## src/rtl/mcg_pkg.sv

```systemverilog
// Shared types and helpers for the multi-channel clock gater.
// Channel FSM encoding and drain counter sizing.
package mcg_pkg;

   typedef enum logic [1:0] {
      CG_IDLE,
      CG_ACTIVE,
      CG_DRAIN
   } cg_state_t;

   // Drain counter width; a zero hold-off still needs one bit.
   function automatic int cnt_width(input int idle_cycles);
      return (idle_cycles > 0) ? $clog2(idle_cycles + 1) : 1;
   endfunction

endpackage

```

## src/rtl/clock_gate_cell.sv

```systemverilog
// Behavioural latch-plus-AND integrated clock gate.
// Replace with the library ICG cell for synthesis.
module clock_gate_cell (
   input  logic clk,
   input  logic en,
   input  logic test_en,
   output logic gclk
);

   logic en_lat;

   // Enable is captured while clk is low so gclk cannot glitch.
   always_latch begin
      if (!clk) en_lat = en | test_en;
   end

   assign gclk = clk & en_lat;

endmodule

```

## src/rtl/multi_ch_clock_gater.sv

```systemverilog
// Multi-channel start/finish clock-gating controller.
// Per-channel FSM, drain hold-off and gated-cycle statistics.
module multi_ch_clock_gater
   import mcg_pkg::*;
#(
   parameter int NUM_CH      = 4,
   parameter int IDLE_CYCLES = 8,
   parameter int STAT_W      = 16
) (
   input  logic                     clk,
   input  logic                     rst,
   input  logic [NUM_CH-1:0]        start,
   input  logic [NUM_CH-1:0]        finish,
   input  logic                     force_on,
   input  logic                     test_en,
   input  logic                     clr_stats,
   output logic [NUM_CH-1:0]        gclk,
   output logic [NUM_CH-1:0]        ch_active,
   output logic                     all_idle,
   output logic [NUM_CH*STAT_W-1:0] gated_cnt
);

   localparam int CNT_W = cnt_width(IDLE_CYCLES);
   localparam logic [CNT_W-1:0] LOAD =
      CNT_W'((IDLE_CYCLES > 0) ? IDLE_CYCLES - 1 : 0);
   localparam bit NO_DRAIN = (IDLE_CYCLES == 0);

   logic [NUM_CH-1:0] en;
   logic [NUM_CH-1:0] idle_nxt;

   for (genvar i = 0; i < NUM_CH; i++) begin : g_ch

      cg_state_t         state;
      cg_state_t         state_nxt;
      logic [CNT_W-1:0]  cnt;
      logic [CNT_W-1:0]  cnt_nxt;
      logic              act_q;
      logic [STAT_W-1:0] stat;

      // Next-state and drain counter; start always wins over finish.
      always_comb begin
         state_nxt = state;
         cnt_nxt   = cnt;
         unique case (state)
            CG_IDLE: begin
               if (start[i]) state_nxt = CG_ACTIVE;
            end
            CG_ACTIVE: begin
               if (!start[i] && finish[i]) begin
                  if (NO_DRAIN) begin
                     state_nxt = CG_IDLE;
                  end else begin
                     state_nxt = CG_DRAIN;
                     cnt_nxt   = LOAD;
                  end
               end
            end
            CG_DRAIN: begin
               if (start[i]) begin
                  state_nxt = CG_ACTIVE;
                  cnt_nxt   = '0;
               end else if (cnt == '0) begin
                  state_nxt = CG_IDLE;
               end else begin
                  cnt_nxt = cnt - 1'b1;
               end
            end
            default: begin
               state_nxt = CG_IDLE;
               cnt_nxt   = '0;
            end
         endcase
      end

      // State, counter and registered activity flag.
      always_ff @(posedge clk) begin
         if (rst) begin
            state <= CG_IDLE;
            cnt   <= '0;
            act_q <= 1'b0;
         end else begin
            state <= state_nxt;
            cnt   <= cnt_nxt;
            act_q <= (state_nxt != CG_IDLE);
         end
      end

      // Saturating count of edges where this channel was gated.
      always_ff @(posedge clk) begin
         if (rst || clr_stats) begin
            stat <= '0;
         end else if (!en[i] && (stat != '1)) begin
            stat <= stat + 1'b1;
         end
      end

      assign en[i] = rst | test_en | force_on | start[i]
                   | (state != CG_IDLE);
      assign idle_nxt[i] = (state_nxt == CG_IDLE);
      assign ch_active[i] = act_q;
      assign gated_cnt[i*STAT_W +: STAT_W] = stat;

      clock_gate_cell u_cg (
         .clk     (clk),
         .en      (en[i]),
         .test_en (test_en),
         .gclk    (gclk[i])
      );

   end

   // Global idle flag tracks the channel next-states.
   always_ff @(posedge clk) begin
      if (rst) all_idle <= 1'b1;
      else     all_idle <= &idle_nxt;
   end

endmodule
```

## config.mk

```make
export PLATFORM = sky130hd
export DESIGN_NAME = multi_ch_clock_gater
export DESIGN_NICKNAME = d
export VERILOG_FILES = /design/src/rtl/mcg_pkg.sv /design/src/rtl/clock_gate_cell.sv /design/src/rtl/multi_ch_clock_gater.sv
export SDC_FILE = /design/constraint.sdc
export NUM_CORES = 1
export LEC_CHECK = 0
export CAP_MARGIN = 15
export CORE_MARGIN = 2
export CORE_UTILIZATION = 35
export DETAILED_ROUTE_END_ITERATION = 12
export MAX_ROUTING_LAYER = met4
export PLACE_DENSITY = 0.55
export REMOVE_ABC_BUFFERS = 1
export SLEW_MARGIN = 25
export SYNTH_ARGS = -nofsm -noshare
export SYNTH_HDL_FRONTEND = slang
export SYNTH_HIERARCHICAL = 1
export SYNTH_SLANG_ARGS = --single-unit
```

## constraint.sdc

```tcl
create_clock -name clk -period 2.43 [get_ports clk]
set_clock_uncertainty 0.2 [all_clocks]
set_input_delay 0.486 -clock clk [delete_from_list [all_inputs] [get_ports clk]]
set_output_delay 0.486 -clock clk [all_outputs]
set_load 0.01 [all_outputs]
```

[Word level (Yosys, flattened, before mapping)]
Cells that the tools add are included.
Word-level totals
  bits in registers: 93
  RAM bits: 0
  bits in read-only memories: 0
  input bits: 13
  bits in latches: 4
  logic and storage cells: 153
  output and inout bits: 73
  memories: 0
Cells by class
  add/subtract/negate cells: 8
  equality and inequality tests: 20
  reduce and logical (&&, ||, !) cells: 42
  multiply operators: 0
  mux-type cells: 40
  bitwise operators: 22
  $lt $le $gt $ge: 0
  div/mod/pow operators: 0
  shift operators: 0
Operators by type and width (number)
  adder 16 x 1 -> 16 bit (second input constant): 4
  != test 16 bit (second input constant): 4
  two-way mux 4 bit: 12
  one-hot mux 4 bit (3 select lines): 4
  two-way mux 2 bit: 16
  one-hot mux 2 bit (3 select lines): 4
  logical NOT 2 bit: 8
  logical NOT 4 bit: 4
  nonzero test 2 bit: 8
  subtractor 4 x 1 -> 4 bit (second input constant): 4
  OR 1 bit: 14
  != test 3 bit (second input constant): 4
  AND reduction 3 bit: 4
  equality test 2 x 1 -> 1 bit (second input constant): 4
  equality test 2 bit (second input constant): 4
  logical AND 1 bit: 8
  logical NOT 1 bit: 8
  != test 2 bit (second input constant): 4
  bitwise AND 1 bit: 4
  two-way mux 1 bit: 4
  inverter 1 bit: 4
  AND reduction 4 bit: 1
  logical OR 1 bit: 1

[Logic depth before layout (Yosys ltp)]
  word-level depth: 6
  mapped depth: 8
  mapped depth without buffers: 8

[Cells and area by module]
The synthesis kept the hierarchy.
By module, submodules not included
  multi_ch_clock_gater: sequential area each 1861.8 sq um, cells each 590, times used 1, area an instance 4979.8 sq um
  clock_gate_cell: sequential area each 0.0 sq um, cells each 3, times used 4, area an instance 27.5 sq um

==> parameters.txt <==
Parameter                              Value

GRT
  Number of antenna violations at the first check in global routing    1
  Pin count of the biggest net entering global routing    30
  Remaining Overflow, GRT    0
  Via count of the first global-routing pass    around 4400
  Total routing usage reported by global routing    16.53%
  Wire length of the first global-routing pass    slightly above 20000 µm

Detailed routing
  Via count of the routed design    between 4000 and 5000
  Routed via count divided by cell count    roughly 5.2
  Drt drc    0
  Violation count after the first detailed-routing iteration    between 200 and 250
  Count of antenna-violating nets left after detailed routing    0
  Count of TritonRoute iterations in the first routing pass    4
  Final routed wirelength across all metal layers    roughly 12000 µm
  Routed wire length per instance    13.61 µm

Logic synthesis
  Leading area contributor after synthesis    sky130_fd_sc_hd__dfxtp_1
  Post-synthesis sequential element count    97
  Post-synth ARST share    0%
  Synth unique cells    53
  Cell with the most instances after synthesis    sky130_fd_sc_hd__dfxtp_1
  Synth Warn #    6
  Avg Synthesized Cell Area    8.455 µm²
  Cell area after synthesis    5090 µm²
  Commonest cells in the netlist    sky130_fd_sc_hd__dfxtp_1, sky130_fd_sc_hd__nor2_1, sky130_fd_sc_hd__nand2_1, sky130_fd_sc_hd__xnor2_1, sky130_fd_sc_hd__ha_1
  Fraction of post-synthesis cell area in the top cell type by area    around 37%
  Synth area leaders    sky130_fd_sc_hd__dfxtp_1, sky130_fd_sc_hd__ha_1, sky130_fd_sc_hd__xnor2_1
  Number of instances in the synthesized netlist    approximately 600
  Prevailing post-synth register cell    sky130_fd_sc_hd__dfxtp_1
  Number of synthesized flops with an enable pin    0

Place
  GPL Wtd Cong    around 0.83
  Detail Placement HPWL    between 8000 and 9000 µm
  Count of input and output buffers    85
  Area post-placement    6380 µm²
  Placement Setup Slack    -1.146 ns
  Placed Cells incl. Taps    a little under 900

Setup path
  Endpoint type of the worst setup path    output pin
  Worst EP arrival    approximately 2.3 ns
  Crit Path Max Fanout    1
  Critical R2R Capture    g_ch[3].u_cg/en_lat
  Worst endpoint required time    around 1.7 ns
  Slowest stage cell, crit path    sky130_fd_sc_hd__dlxtn_1
  Highest cell delay on the worst timing path    0.39 ns
  CP bufs+invs    1
  Launching point of the worst reg2reg path    g_ch[3].state[0]
  Logic depth of the worst path, buffers included    2
  Origin of the worst setup path    g_ch[3].u_cg/en_lat
  Path depth of the worst reg2reg path    6
  Critical Path Source Type    latch
  Setup crit end    gclk[3]
  Setup CP Type    latch -> out
  Cell family contributing the most delay on the critical path    latches
  Setup slack, reg-to-reg    0 ns
  Crit-path cells    and2_4 -> buf_6

Power and ir drop
  VDD IR max    roughly 0.00036 V
  Leakage power figure    around 2.4 nW
  PD cells    between 600 and 700 nW/µm²

Clock network
  Clock tree from TritonCTS    yes
  Later-pin clock latency in the skew report    0.47 ns
  Clock-pin slew on the worst setup and hold paths    0.06 ns
  Number of buffers added to fix hold violations after cts    0

Final layout
  Area of all placed cells without fillers    slightly below 7000 µm²
  Flip-flop and latch area    slightly below 2000 µm²
  Count of non-filler cells in the finished layout    between 900 and 1000
  Layout fillers    between 1000 and 1500
  Final nets    764
  Synthesis-to-layout area growth    35.05%
  Combined area of the multi-input logic cells    3027 µm²
  Share of cells above drive strength 1    13.19%

Floorplanning
  Number of placement rows    44
  Count of boundary I/O pins    86
  Height of the die    around 120 µm
  DIE WIDTH    124.6 µm
  Core region area    about 14000 µm²
  Die area    15520 µm²
  Initial Utilization    between 30% and 40%

STA
  Setup ws final    -0.5744 ns
  Setup repair after global routing missed its margin    true
  Worst-case headroom to the max-slew limit    a little under three quarters
  Slew at the pin with the worst max-slew slack    0.4248 ns
  Slew Limit Fails    0
  Setup TNS    -2.270 ns
  Setup Viol. Count Final    8
  Number of failing hold endpoints at the final stage    0

Hold path
  Class of the tightest hold or removal check    reg -> reg

Flow run
  Number of max-capacitance violations reported    0

Status
  Result of the run    finished with violations
  Violations in the final reports    negative setup slack
## power breakdown
part           switching [W]  internal, W
Clock               0.000803      0.00144
Combinational       0.000220     0.000196
Sequential         0.0000264      0.00161
## per-stage QoR
step	hold WS (ns)	total power, W	utilization, %
5_1_grt	0.3275	0.004482	47.84
2_1_floorplan	0.2481	0.002001	-
4_1_cts	0.3033	0.004342	47.60
6_report	0.2991	0.004288	47.84
3_3_place_gp	0.2648	0.002267	44.40
3_5_place_dp	0.2938	0.002280	44.40
## worst reg2reg max path, cell delays in order (launching register included)
cell and delay (ns):
sky130_fd_sc_hd__dfxtp_1 0.33, sky130_fd_sc_hd__inv_1 0.11, sky130_fd_sc_hd__ha_2 0.23, sky130_fd_sc_hd__nor2b_4 0.17
sky130_fd_sc_hd__buf_4 0.13, sky130_fd_sc_hd__nand2_1 0.10, sky130_fd_sc_hd__or2_1 0.22
## placed cells by master, fill, tap and decap left out, drive strengths merged, types with 14 or more instances in the layout
cell           synthesis  layout
a21oi                 19      19
and3                  14      14
buf                    9      45
clkbuf                11      14
clkdlybuf4s50          0      78
dfxtp                 93      93
ha                    28      28
inv                   26      27
nand2                 39      39
nand3                 22      22
nand4                 15      15
nor2                  83      83
nor3                  19      19
nor4                  15      15
o21ai                 27      27
xnor2                 36      36
## registers in the layout, indices dropped and copies added, names as in the netlist
name	flops
g_ch.u_cg/en_lat	4
all_idle	1
g_ch.act_q	4
g_ch.state	8
g_ch.cnt	16
g_ch.stat	64
## routing by layer
metal  vias up  share of wire, %  GRT usage, %
met4         0               2.6         8.592
met3        26               4.6         4.210
li1       2401                 -             -
met1      2196                47         19.98
met5         -                 0             -
met2       102                46         25.46
## cells by family after synthesis
kind of cell | Yosys count | share of synthesized area [%]
AO/OA/AOI/OAI | 104 | 14.21
AND/OR/NAND/NOR | 276 | 28.52
XOR/XNOR | 44 | 7.571
latches | 4 | 1.180
multiplexers | 7 | 1.377
adder cells (fa/ha/maj) | 28 | 6.883
flip-flops | 93 | 36.58
buffers and inverters | 46 | 3.687
## worst min path at each step
stage / startpoint / end / slack [ns] / cells past startpoint
global route: g_ch[2].cnt[3] / g_ch[2].cnt[3] / 0.33 / 2
global placement: g_ch[2].cnt[3] / g_ch[2].cnt[3] / 0.26 / 2
floorplan: g_ch[2].cnt[3] / g_ch[2].cnt[3] / 0.25 / 2
finish: g_ch[0].cnt[1] / g_ch[0].cnt[1] / 0.30 / 2
detailed placement: g_ch[0].cnt[1] / g_ch[0].cnt[1] / 0.29 / 2
CTS: g_ch[0].cnt[1] / g_ch[0].cnt[1] / 0.30 / 2
## cell type report
class | count | share of cell area (%)
diodes | 1 | 0.03640
clock buffers | 18 | 5.260
clock inverters | 6 | 1.675
inverters | 26 | 1.456
multi-input cells | 459 | 44.03
flip-flops and latches | 97 | 27.98
well taps | 184 | 3.349
repair buffers | 122 | 16.22
## repair_timing
item,CTS,global route
gates resized for setup,27,7
setup endpoints to repair,8,9
setup buffers,3,0
pin swaps,2,2
Power figures use the tool's default switching activity.
